$ cat src/rtl/riscv_pkg.sv
// riscv_pkg: shared RISC-V core constants, fetch FSM states and the fetch queue entry type.
package riscv_pkg;

    localparam int XLEN = 32;
    localparam logic [XLEN-1:0] RESET_PC_DEF = 32'h0000_0000;
    localparam logic [XLEN-1:0] INST_NOP = 32'h0000_0013;

    typedef enum logic [1:0] {
        ST_BOOT,
        ST_RUN,
        ST_FULL
    } fetch_state_e;

    typedef struct packed {
        logic [XLEN-1:0] pc;
        logic [XLEN-1:0] inst;
    } fetch_entry_t;

endpackage

$ cat src/rtl/fetch_fifo.sv
// fetch_fifo: DEPTH-entry FIFO of fetched {pc, inst} pairs with synchronous flush.
//   clk, rst_n       : clock, asynchronous active-low reset
//   push, push_data  : write an entry (a push when full is accepted only alongside a pop)
//   pop, pop_data    : remove the head entry; pop_data always shows the head
//   flush            : empty the queue; overrides push and pop
//   full, empty, count : occupancy status
module fetch_fifo
    import riscv_pkg::*;
#(
    parameter int DEPTH = 4
) (
    input  logic                     clk,
    input  logic                     rst_n,
    input  logic                     push,
    input  fetch_entry_t             push_data,
    input  logic                     pop,
    input  logic                     flush,
    output fetch_entry_t             pop_data,
    output logic                     full,
    output logic                     empty,
    output logic [$clog2(DEPTH):0]   count
);

    localparam int AW = $clog2(DEPTH);

    fetch_entry_t   mem_q [DEPTH];
    logic [AW-1:0]  wr_q, wr_d, rd_q, rd_d;
    logic [AW:0]    cnt_q, cnt_d;
    logic           do_push, do_pop;

    assign full     = cnt_q == (AW+1)'(DEPTH);
    assign empty    = cnt_q == '0;
    assign count    = cnt_q;
    assign pop_data = mem_q[rd_q];
    assign do_pop   = pop && !empty;
    assign do_push  = push && (!full || do_pop);

    always_comb begin
        wr_d  = flush ? '0 : wr_q + AW'(do_push);
        rd_d  = flush ? '0 : rd_q + AW'(do_pop);
        cnt_d = flush ? '0 : cnt_q + (AW+1)'(do_push) - (AW+1)'(do_pop);
    end

    always_ff @(posedge clk or negedge rst_n) begin
        if (!rst_n) begin
            wr_q  <= '0;
            rd_q  <= '0;
            cnt_q <= '0;
        end else begin
            wr_q  <= wr_d;
            rd_q  <= rd_d;
            cnt_q <= cnt_d;
        end
    end

    // Storage needs no reset: only entries below the count are ever observed.
    always_ff @(posedge clk) begin
        if (do_push && !flush)
            mem_q[wr_q] <= push_data;
    end

endmodule

$ cat src/rtl/fetch_unit.sv
// fetch_unit: credit-limited instruction fetch with redirect and in-order response queue.
//   clk, rst_n                     : clock, asynchronous active-low reset
//   redirect_valid, redirect_pc    : restart fetching at redirect_pc (word aligned)
//   mem_req_valid/addr/ready       : instruction memory read request handshake
//   mem_rsp_valid, mem_rsp_data    : in-order read responses
//   inst_valid, inst, inst_pc      : head of the instruction queue to the core
//   inst_ready                     : core consumes the head this cycle
module fetch_unit
    import riscv_pkg::*;
#(
    parameter logic [XLEN-1:0] RESET_PC = RESET_PC_DEF,
    parameter int              DEPTH    = 4
) (
    input  logic            clk,
    input  logic            rst_n,
    input  logic            redirect_valid,
    input  logic [XLEN-1:0] redirect_pc,
    output logic            mem_req_valid,
    output logic [XLEN-1:0] mem_req_addr,
    input  logic            mem_req_ready,
    input  logic            mem_rsp_valid,
    input  logic [XLEN-1:0] mem_rsp_data,
    output logic            inst_valid,
    output logic [XLEN-1:0] inst,
    output logic [XLEN-1:0] inst_pc,
    input  logic            inst_ready
);

    localparam int CW = $clog2(DEPTH) + 1;

    fetch_state_e    state_q, state_d;
    logic [XLEN-1:0] fetch_pc_q, fetch_pc_d, rsp_pc_q, rsp_pc_d;
    logic [CW-1:0]   outst_q, outst_d, drop_q, drop_d, fifo_count;
    logic [CW:0]     used_d;
    logic            hs, rsp_acc, push, pop, fifo_full, fifo_empty;
    fetch_entry_t    head;

    assign mem_req_valid = state_q == ST_RUN;
    assign mem_req_addr  = fetch_pc_q;
    assign hs            = mem_req_valid && mem_req_ready;
    // A response only counts against an outstanding request; strays are ignored.
    assign rsp_acc       = mem_rsp_valid && outst_q != '0;
    assign pop           = inst_valid && inst_ready && !redirect_valid;
    assign push          = rsp_acc && drop_q == '0 && !redirect_valid && (!fifo_full || pop);
    assign inst_valid    = !fifo_empty;
    assign inst          = inst_valid ? head.inst : '0;
    assign inst_pc       = inst_valid ? head.pc : '0;

    always_comb begin
        fetch_pc_d = fetch_pc_q;
        rsp_pc_d   = rsp_pc_q;
        outst_d    = outst_q + CW'(hs) - CW'(rsp_acc);
        drop_d     = drop_q - CW'(rsp_acc && drop_q != '0);
        if (redirect_valid) begin
            // Everything still in flight after this edge belongs to the old stream.
            fetch_pc_d = redirect_pc & ~32'h3;
            rsp_pc_d   = redirect_pc & ~32'h3;
            drop_d     = outst_d;
        end else begin
            fetch_pc_d = hs ? fetch_pc_q + 32'd4 : fetch_pc_q;
            rsp_pc_d   = push ? rsp_pc_q + 32'd4 : rsp_pc_q;
        end
        // Queue slots plus in-flight requests next cycle; credits are DEPTH minus this.
        used_d  = (CW+1)'(outst_d) + (redirect_valid ? '0 :
                  (CW+1)'(fifo_count) + (CW+1)'(push) - (CW+1)'(pop));
        state_d = state_q == ST_BOOT ? ST_RUN :
                  used_d == (CW+1)'(DEPTH) ? ST_FULL : ST_RUN;
    end

    always_ff @(posedge clk or negedge rst_n) begin
        if (!rst_n) begin
            state_q    <= ST_BOOT;
            fetch_pc_q <= RESET_PC;
            rsp_pc_q   <= RESET_PC;
            outst_q    <= '0;
            drop_q     <= '0;
        end else begin
            state_q    <= state_d;
            fetch_pc_q <= fetch_pc_d;
            rsp_pc_q   <= rsp_pc_d;
            outst_q    <= outst_d;
            drop_q     <= drop_d;
        end
    end

    fetch_fifo #(.DEPTH(DEPTH)) u_fifo (
        .clk       (clk),
        .rst_n     (rst_n),
        .push      (push),
        .push_data ('{pc: rsp_pc_q, inst: mem_rsp_data}),
        .pop       (pop),
        .flush     (redirect_valid),
        .pop_data  (head),
        .full      (fifo_full),
        .empty     (fifo_empty),
        .count     (fifo_count)
    );

endmodule

$ cat config.mk
export PLATFORM = sky130hd
export DESIGN_NAME = fetch_unit
export DESIGN_NICKNAME = d
export VERILOG_FILES = /design/src/rtl/riscv_pkg.sv /design/src/rtl/fetch_fifo.sv /design/src/rtl/fetch_unit.sv
export SDC_FILE = /design/constraint.sdc
export NUM_CORES = 1
export LEC_CHECK = 0
export CORE_MARGIN = 2
export CORE_UTILIZATION = 31
export DETAILED_ROUTE_END_ITERATION = 12
export SLEW_MARGIN = 20
export SYNTH_ARGS = -nofsm -noshare
export SYNTH_HDL_FRONTEND = slang
export SYNTH_SLANG_ARGS = --single-unit
$ cat constraint.sdc
create_clock -name clk -period 15.95 [get_ports clk]
set_clock_uncertainty 0.2 [all_clocks]
set_input_delay 2.3925 -clock clk [delete_from_list [all_inputs] [get_ports clk]]
set_output_delay 2.3925 -clock clk [all_outputs]
set_load 0.005 [all_outputs]
==> metrics.md, run 1 <==
| Metric | Value |
|---|---|
| Status | complete, no violations |
| Fin nets | 1107 |
| Metal-1 WL | 14.5 mm |
| Register Area | 0.00933 sq mm |
| Power share of the combinational group | 0.241 |
| Clock Latency Late Sink | 560 ps |
| Multi-input logic area | 0.00436 sq mm |
| Placement Setup Slack | 9920 ps |
| RSZ-0062 raised after global routing | false |
| Die X | 216 microns |
| Rows | 77 |
| Cell area after synthesis | 0.0139 sq mm |
| Post-synthesis sequential area ratio | 0.670 |
| CTS sink cnt | 323 |
| Total wire length | 31.5 mm |
| Hold_buf cts | 0 |
| Clk slew on worst S/H paths | 60 ps |
| DRT iter0 DRCs | 452 |
| Max Used Layer | met4 |
| Port bufs | 161 |
| Psw | 675 uW |
| Synthesis-stage register bit count | 323 |
| Post-CTS resize count | 0 |
| Post-synthesis average cell area | 16.5 sq um |
| Via-to-Cell Ratio | 4.79 |
| Die H | 216 microns |
| Ys Warns | 0 |
| Die ar. | 0.0466 sq mm |
| Starting Density | 0.315 |
| Fmax | 174 MHz |
| Reg power frac | 0.405 |
| Post-Place Cell Area | 0.0162 sq mm |
| Final period util | 0.361 |
| Peak VDD IR | 0.0933 mV |
| Hold path endpoint | state_q[0] |
| Layout cell share with drive strength beyond 1 | 0.178 |
| Crit. End Element | primary output |
| Worst Hold Launch | state_q[0] |
| Worst r2r src | drop_q[0] |
| Cells on worst reg2reg path | 11 |
| Number of nets still failing antenna checks after routing | 0 |
| Setup crit start kind | flop |
| Vias in the first global route | 8238 |
| Worst hold path class | reg2reg |
| CTS Buf Count | 37 |
| Metal3 WL | 1.86 mm |
| Ys async rst share | 0.232 |
| Clock share of power | 0.354 |
| Area contributors post-synth | edfxtp_1, dfrtp_1, mux4_2 |
| # fillers | 4074 |
| Post-synth top area cell | edfxtp_1 |
| Critical path fanouts, max | 47 |
| WL met2 | 14.6 mm |
| Fin worst setup slack | 10190 ps |
| Sw Share | 0.269 |
| Commonest cells post-synth | edfxtp_1, dfrtp_1, nor2b_1, mux4_2, xnor2_1 |
| Clk root buf | clkbuf_16 |
| Relative slew margins | 0.328 |
| Primary FF master, synth | edfxtp_1 |
| Area grow syn2layout | 25.7% |
| Hold depth | 1 |
| Fin area | 0.0175 sq mm |
| Pint | 1.84 mW |
| Hpwl dp | 19.3 mm |
| Gp weighted congestion | 0.774 |
| Remaining DRCs | 0 |
| Maxcap violations | 0 |
| # diodes | 0 |
| Crit Path Category | reg2out |
| Critical Path RT | 13360 ps |
| Count leader, synth | edfxtp_1 |
| Initial antenna violation count | 0 |
| Overall Global Routing Usage | 0.136 |
| Post-synth cell types | 54 |
| R2r setup slk | 12220 ps |
| Setup Fix Bufs, Post-CTS | 0 |
| First-pass GRT wire length | 48.4 mm |
| CORE AREA | 0.0442 sq mm |
| First-pass DRT Iterations | 4 |
| Final Hold Viols | 0 |
| CTS max path bufs | 3 |
| Measured slew at the worst slew-check pin | 1010 ps |
| Pwr per Cell Area | 144 mW/mm^2 |
| CTS tree | yes |
| Setup tns final | 0 ps |
| Vias | 7828 |
| Leakage power | 5.77 nW |
| EDFF count, synth | 248 |
| WL/cell | 19.3 microns |
| Largest net degree at the start of global routing | 76 |
| Final Slew Violations | 0 |
| Overflow after GRT | 0 |
| Top-area cell type share of the netlist area | 0.535 |
| Final Setup Violations | 0 |
| Final core occ | 0.395 |
| Worst reg2reg path endpoint | state_q[1] |
| Boundary Pins | 168 |
| CTS HTree Levels | 2 |
| Final Critical Period | 5760 ps |
| Cells after Synth | 844 |
| Arrival time of the worst setup path | 3170 ps |
## area by class of cell
| cell class | count | area share |
|---|---|---|
| clock buffers | 47 | 0.0557 |
| clock inverters | 17 | 0.0170 |
| inverters | 21 | 0.00451 |
| multi-input cells | 462 | 0.249 |
| flip-flops and latches | 323 | 0.534 |
| well taps | 592 | 0.0424 |
| repair buffers | 171 | 0.0977 |
## worst max-delay path: stages, from the launching register on
cell and delay, ps:
dfrtp_4 660, buf_6 620, mux4_2 590, nor2b_1 160, clkdlybuf4s50_1 560
## state kept, by name (all words and copies together), names as in the netlist
register,flops
u_fifo.mem_q,248
mem_req_addr,30
rsp_pc_q,30
drop_q,3
outst_q,3
u_fifo.count,3
state_q,2
u_fifo.rd_q,2
u_fifo.wr_q,2
## logic make-up (layout without fill, tap and decap cells)
logic type	Yosys count	count (layout)	synth area share
mux	100	100	0.131
simple gates	234	234	0.0978
other cells	1	4	0.000269
compound gates	44	44	0.0238
flops	323	323	0.670
fa+ha+maj	21	21	0.0210
xor+xnor	59	59	0.0371
buf+inv	62	256	0.0191
## per-layer routing
metal | vias to the layer above | global-route usage
li1 | 3575 | -
met2 | 231 | 0.217
met4 | 0 | 0.0389
met1 | 3983 | 0.185
met5 | - | 0
met3 | 39 | 0.0345
## placed cells by master, fill, tap and decap left out, drive strengths merged, types with 5 or more instances in the layout
| cell | instances |
|---|---|
| bufinv | 7 |
| xnor2 | 49 |
| nor3 | 10 |
| and4 | 5 |
| a31oi | 6 |
| ha | 17 |
| nand2 | 25 |
| nand2b | 8 |
| clkbuf | 47 |
| nor2b | 70 |
| o21ai | 5 |
| nor4 | 9 |
| clkdlybuf4s50 | 160 |
| nand3 | 29 |
| xor2 | 10 |
| or3 | 5 |
| a21boi | 10 |
| mux2 | 35 |
| edfxtp | 248 |
| buf | 11 |
| inv | 25 |
| nor2 | 25 |
| mux4 | 62 |
| dfrtp | 75 |
| and3 | 15 |
| nand4 | 27 |
| a21oi | 7 |
## through the flow
stage / power [mW] / std cells / hold WS (ps)
2_1_floorplan: 1.35 / 847 / 289
3_3_place_gp: 1.65 / 1568 / 324
3_5_place_dp: 1.66 / 1568 / 331
4_1_cts: 2.56 / 1632 / 350
5_1_grt: 2.65 / 1633 / 387
6_report: 2.51 / 1633 / 343
## worst max path at each step
| stage | slack (ps) | start | cells past startpoint | endpoint |
|---|---|---|---|---|
| 2_1_floorplan | 7690 | mem_rsp_valid | 3 | u_fifo.mem_q[0][0] |
| 4_1_cts | 9790 | u_fifo.rd_q[0] | 4 | inst_pc[30] |
| 3_3_place_gp | 9900 | redirect_valid | 15 | state_q[0] |
| 6_report | 10190 | u_fifo.rd_q[0] | 4 | inst_pc[30] |
| 5_1_grt | 9940 | u_fifo.rd_q[0] | 4 | inst_pc[28] |
| 3_5_place_dp | 9920 | redirect_valid | 15 | state_q[0] |
## power by group through the flow
stage | logic [mW] | registers, mW | clock network, mW
after floorplan | 0.335 | 1.01 | 0
after global placement | 0.620 | 1.03 | 0
after detailed placement | 0.623 | 1.03 | 0
after CTS | 0.625 | 1.02 | 0.917
after global routing | 0.674 | 1.02 | 0.949
final | 0.607 | 1.02 | 0.889
Power figures use the tool's default switching activity.
==> inputs of run 2 (changes only) <==
==> constraint.sdc (replaced) <==
create_clock -name clk -period 5.83 [get_ports clk]
set_clock_uncertainty 0.2 [all_clocks]
set_input_delay 0.8745 -clock clk [delete_from_list [all_inputs] [get_ports clk]]
set_output_delay 0.8745 -clock clk [all_outputs]
set_load 0.005 [all_outputs]
==> run 2 against run 1 <==
Sequential share of layout area rose by 0.076 points. First-iteration DRC count is 6.9% higher. Via count shrank 0.46%. Combinational power rose to 2.7 times the previous value. Setup slack worse by 8500 ps. Cell count grew 0.12%. Critical endpoint is now inst_pc[11]. Largest cell class unchanged.
==> metrics.md, run 2 (synthesized netlist as in run 1, its figures left out) <==
| Metric | Value |
|---|---|
| Status | complete, no violations |
| Layout cell share with drive strength beyond 1 | 0.179 (+0.00175) |
| Final Setup Violations | 0 (unchanged) |
| RSZ-0062 raised after global routing | false |
| Critical path cell sequence | buf_12 > mux4_2 > nor2b_1 > clkdlybuf4s50_1 |
| Boundary Pins | 168 (unchanged) |
| Gp weighted congestion | 0.744 (-3.8%) |
| Leakage power | 5.76 nW (-0.22%) |
| Worst path bufs/invs | 2 (unchanged) |
| WL/cell | 19.1 microns (-0.89%) |
| Measured slew at the worst slew-check pin | 991 ps (-16.2 ps) |
| Met3 Use GR | 0.0282 (-0.00634) |
| Relative slew margins | 0.339 (+0.0108) |
| Largest net degree at the start of global routing | 69 (-9.2%) |
| Initial antenna violation count | 1 (+1) |
| Via-to-Cell Ratio | 4.77 (-0.58%) |
| Post-Place Cell Area | 0.0162 sq mm (+0.32%) |
| Area grow syn2layout | 25.5% |
| # fillers | 4068 (-0.15%) |
| CTS HTree Levels | 2 (unchanged) |
| Worst Hold Launch | drop_q[2] |
| Register Area | 0.00933 sq mm (unchanged) |
| Clk slew on worst S/H paths | 60 ps (about the same) |
| Commonest cells after routing, fill and taps aside | edfxtp_1, clkdlybuf4s50_1, dfrtp_1 |
| Most used routing layer | met2 |
| Clock Latency Late Sink | 550 ps (about the same) |
| Worst hold path class | reg2reg |
| Vias | 7792 (-0.46%) |
| Setup Fix Bufs, Post-CTS | 0 (unchanged) |
| Fin area | 0.0175 sq mm (-0.14%) |
| Starting Density | 0.315 (unchanged) |
| Worst r2r src | drop_q[0] |
| CTS sink cnt | 323 (unchanged) |
| First-pass DRT Iterations | 5 (+1) |
| Critical Path Start | u_fifo.rd_q[0] |
| DRT iter0 DRCs | 483 (+6.9%) |
| Rows | 77 (unchanged) |
| Fin nets | 1107 (unchanged) |
| Commonest non-fill, non-tap cell in the layout | edfxtp_1 |
| Remaining DRCs | 0 (unchanged) |
| Top reg by flops | u_fifo.mem_q |
| Vias in the first global route | 8153 (-1.0%) |
| Slowest stage delay, CP | 1010 ps (+350 ps) |
| Multi-input logic area | 0.00436 sq mm (+0.14%) |
| Maxcap violations | 0 (unchanged) |
| CTS tree | yes |
| Final Critical Period | 4160 ps |
| Clk root buf | clkbuf_16 |
| Setup crit start kind | flop |
| Overflow after GRT | 0 (unchanged) |
| Peak VDD IR | 0.315 mV (+240%) |
| First-pass GRT wire length | 48.4 mm (about the same) |
| Fmax | 240 MHz |
| Final period util | 0.713 |
| Pwr per Cell Area | 387 mW/mm^2 (+170%) |
| Final Slew Violations | 0 (unchanged) |
| Number of flip-flops in the largest register | 248 (unchanged) |
| GR Util met2 | 0.210 (-0.00697) |
| Arrival time of the worst setup path | 3080 ps (-90 ps) |
| CTS Buf Count | 36 (-2.7%) |
| Total wire length | 31.3 mm (-0.77%) |
| CP max-delay cell | dfrtp_4 |
| Number of nets still failing antenna checks after routing | 0 (unchanged) |
| Final Hold Viols | 0 (unchanged) |
| Die ar. | 0.0466 sq mm (unchanged) |
| Port bufs | 161 (unchanged) |
| CP top delay family | flip-flops |
| Critical path fanouts, max | 41 (-13%) |
| CORE AREA | 0.0442 sq mm (unchanged) |
| Hpwl dp | 19.6 mm (+1.5%) |
| Crit. End Element | primary output |
| Overall Global Routing Usage | 0.136 (-0.000706) |
| CTS max path bufs | 3 (unchanged) |
| Setup tns final | 0 ps (unchanged) |
| Crit Path Category | reg2out |
| Critical Path RT | 4760 ps (-8600 ps) |
| Die H | 216 microns (unchanged) |
| Die X | 216 microns (unchanged) |
| Met1 usage | 0.191 (+0.00627) |
run 2: final timing paths:
kind / to / slack, ps / cells past startpoint
max reg2reg: state_q[0] / 2070 / 11
max: inst_pc[11] / 1670 / 4
min reg2reg: drop_q[2] / 380 / 2
max in group asynchronous: u_fifo.rd_q[0] / 3740 / 3
min: drop_q[2] / 380 / 2
min in group asynchronous: mem_req_addr[15] / 490 / 2
run 2: through the flow:
step	std cells	setup WS (ps)	hold WS [ps]	total power, mW	utilization
floorplan	847	1110	289	3.68	-
global placement	1569	1470	343	4.52	0.367
detailed placement	1569	1450	370	4.54	0.367
CTS	1634	1530	383	6.88	0.395
global route	1634	1430	408	7.12	0.395
finish	1635	1670	379	6.76	0.395
run 2: what timing repair did:
| action | CTS | global route |
|---|---|---|
| endpoints found under the hold margin | 7 | 0 |
| gates resized for setup | 0 | 0 |
| hold buffers | 1 | 0 |
run 2: layout make-up:
| cell class | count | share of cell area |
|---|---|---|
| clock buffers | 43 | 0.0542 |
| clock inverters | 21 | 0.0153 |
| inverters | 21 | 0.00451 |
| flip-flops and latches | 323 | 0.534 |
| multi-input cells | 462 | 0.250 |
| diodes | 1 | 0.000143 |
| repair buffers | 172 | 0.0992 |
| well taps | 592 | 0.0424 |
run 2: worst reg2reg max path, stage by stage, from the launching register on:
cell       delay, ps
dfrtp_1          370
or3_1            530
nor4_2           720
ha_1             310
fa_1             410
nand2_1          120
inv_1             50
ha_1             260
a21o_1           180
a21oi_1          170
xnor2_1          160
o2111ai_1        140
run 2: per-layer routing:
metal,vias up,part of all wire
met3,41,0.051
met5,-,0
met1,3961,0.47
li1,3584,-
met2,206,0.45
met4,0,0.020
run 2: power breakdown:
part,total [mW],switching (mW),internal (mW)
clock,2.32,0.924,1.39
combinational,1.63,0.735,0.895
sequential,2.81,0.178,2.63
==> inputs of run 3 (changes only) <==
==> constraint.sdc (replaced) <==
create_clock -name clk -period 4 [get_ports clk]
set_clock_uncertainty 0.2 [all_clocks]
set_input_delay 0.6 -clock clk [delete_from_list [all_inputs] [get_ports clk]]
set_output_delay 0.6 -clock clk [all_outputs]
set_load 0.005 [all_outputs]
==> run 3 against run 2 <==
Setup slack worse by 1100 ps. Utilization up 0.14 points. Cell count up 0.61%. Register-to-register slack worse by 1400 ps. Count of clock-buffer cells in the layout up 10. Sequential cell count unchanged. Global-route usage about the same. Wire length about the same. Via count up 0.53%. Sequential power up 44%. Largest cell class unchanged.
==> metrics.md, run 3 (synthesized netlist as in run 1, its figures left out) <==
| Metric | Value |
|---|---|
| Status | complete, no violations |
| Worst Hold Launch | state_q[0] |
| First-pass GRT wire length | 48.5 mm (+0.24%) |
| Fmax | 290 MHz |
| Vias in the first global route | 8108 (-0.55%) |
| Via-to-Cell Ratio | 4.76 (about the same) |
| RSZ-0062 raised after global routing | false |
| Power share of the combinational group | 0.254 (+0.013) |
| CTS HTree Levels | 2 (unchanged) |
| Final period util | 0.862 |
| Overall Global Routing Usage | 0.135 (about the same) |
| Port bufs | 161 (unchanged) |
| Total wire length | 31.3 mm (about the same) |
| Setup crit start kind | flop |
| First-pass DRT Iterations | 7 (+2) |
| Pwr per Cell Area | 557 mW/mm^2 (+44%) |
| Crit Path Category | reg2out |
| Maxcap violations | 0 (unchanged) |
| CTS tree | yes |
| Setup tns final | 0 ps (unchanged) |
| Multi-input logic area | 0.00436 sq mm (unchanged) |
| Boundary Pins | 168 (unchanged) |
| Area grow syn2layout | 25.9% |
| Measured slew at the worst slew-check pin | 906 ps (-84.8 ps) |
| Fin nets | 1119 (+1.1%) |
| Rows | 77 (unchanged) |
| Dpl cells | 1581 (+0.76%) |
| WL/cell | 19.0 microns (-0.55%) |
| Hold path endpoint | state_q[0] |
| Layout cell share with drive strength beyond 1 | 0.179 (about the same) |
| Hpwl dp | 20.1 mm (+2.7%) |
| Sw Share | 0.269 (-0.00248) |
| Number of flip-flops in the largest register | 248 (unchanged) |
| Clock share of power | 0.331 (-0.012) |
| Peak VDD IR | 0.421 mV (+33%) |
| Commonest non-fill, non-tap cell in the layout | edfxtp_1 |
| Relative slew margins | 0.391 (+0.0515) |
| Number of nets still failing antenna checks after routing | 0 (unchanged) |
| CTS max path bufs | 3 (unchanged) |
| Reg power frac | 0.414 (-0.002) |
| Overflow after GRT | 0 (unchanged) |
| # fillers | 4058 (-0.25%) |
| Worst hold path class | reg2reg |
| Pint | 7.13 mW (+45%) |
| Final Setup Violations | 0 (unchanged) |
| Critical Path RT | 3200 ps (-1560 ps) |
| Arrival time of the worst setup path | 2650 ps (-430 ps) |
| DRT iter0 DRCs | 422 (-13%) |
| Register Area | 0.00933 sq mm (unchanged) |
| Clock Latency Late Sink | 530 ps (-20 ps) |
| Hold WS | 348 ps (-31.3 ps) |
| Die ar. | 0.0466 sq mm (unchanged) |
| Worst reg2reg path endpoint | state_q[0] |
| Die H | 216 microns (unchanged) |
| Starting Density | 0.315 (unchanged) |
| Remaining DRCs | 0 (unchanged) |
| Critical path fanouts, max | 64 (+56%) |
| Post-Layout Cell Count | 1645 (+0.61%) |
| Largest net degree at the start of global routing | 65 (-5.8%) |
| Setup Fix Bufs, Post-CTS | 0 (unchanged) |
| Total power | 9.75 mW (+44%) |
| CTS Buf Count | 36 (unchanged) |
| Final Critical Period | 3450 ps |
| CTS sink cnt | 323 (unchanged) |
| Worst r2r src | drop_q[0] |
| Crit. End Element | primary output |
| Gp weighted congestion | 0.811 (+9.0%) |
| Final Slew Violations | 0 (unchanged) |
| Cells on worst reg2reg path | 11 (unchanged) |
| Commonest cells after routing, fill and taps aside | edfxtp_1, clkdlybuf4s50_1, dfrtp_1 |
| # diodes | 0 (-1) |
| Top reg by flops | u_fifo.mem_q |
| Leakage power | 5.79 nW (+0.53%) |
| R2r setup slk | 660 ps (-1410 ps) |
| Clk slew on worst S/H paths | 60 ps (about the same) |
| Die X | 216 microns (unchanged) |
| Psw | 2.63 mW (+43%) |
| Hold depth | 1 (-1) |
| Final Hold Viols | 0 (unchanged) |
| Clk root buf | clkbuf_16 |
| CORE AREA | 0.0442 sq mm (unchanged) |
| Initial antenna violation count | 0 (-1) |
| Post-CTS resize count | 0 (unchanged) |
| Vias | 7833 (+0.53%) |
[run 3: changes by cell type in the layout (fill, tap and decap cells not counted)]
cell        before  now
inv_6            1    2
buf_12           3    6
bufinv_16        5    3
clkinv_2         8    2
clkinvlp_4       2    1
diode_2          1    0
inv_16           1    0
clkbuf_8         2    1
clkinv_8         1    0
clkbuf_1         5   14
clkinv_4         1    0
clkbuf_16       36   38
buf_4            8   17
[run 3: worst max-delay path, cell delays in order (launching register included)]
cell,delay [ps]
dfrtp_1,490
nor3_2,270
buf_4,630
nor2b_1,110
clkdlybuf4s50_1,580
[run 3: final cells by class]
cell class              count  share of cell area
flip-flops and latches    323               0.532
multi-input cells         462               0.249
repair buffers            184               0.106
clock buffers              53              0.0581
well taps                 592              0.0423
clock inverters            10             0.00757
inverters                  21             0.00450
[run 3: power groups by stage]
| stage | clock (mW) | sequential [mW] | combinational, mW |
|---|---|---|---|
| after floorplan | 0 | 4.03 | 1.34 |
| after global placement | 0 | 4.10 | 2.52 |
| after detailed placement | 0 | 4.10 | 2.55 |
| after CTS | 3.32 | 4.04 | 2.56 |
| after global routing | 3.45 | 4.07 | 2.75 |
| final | 3.23 | 4.04 | 2.48 |
[run 3: through the flow]
stage | setup WS (ps) | cell area (sq um) | utilization
after global placement | 293 | 16400 | 0.370
after CTS | 435 | 17500 | 0.396
after floorplan | 324 | 13900 | -
final | 551 | 17500 | 0.396
after global routing | 276 | 17500 | 0.396
after detailed placement | 248 | 16400 | 0.370
[run 3: how the worst max path moves through the flow]
stage	startpoint	endpoint	slack, ps	cells past startpoint
2_1_floorplan	drop_q[0]	u_fifo.mem_q[1][0]	320	5
3_3_place_gp	inst_ready	state_q[0]	290	12
3_5_place_dp	inst_ready	state_q[0]	250	12
4_1_cts	u_fifo.count[2]	inst_pc[29]	440	4
5_1_grt	u_fifo.count[2]	inst_pc[29]	280	4
6_report	u_fifo.count[2]	inst_pc[29]	550	4
[run 3: repair_timing]
item | in CTS | in global routing
hold endpoints to repair | 34 | 0
setup endpoints to repair | 0 | 0
hold buffers | 1 | 0
[run 3: metal layers]
layer | track usage | vias up | wire (microns)
met1 | 0.188 | 3975 | 14600
met5 | 0 | - | 0
met3 | 0.0269 | 49 | 1580
li1 | - | 3596 | -
met4 | 0.0416 | 0 | 759
met2 | 0.214 | 213 | 14400
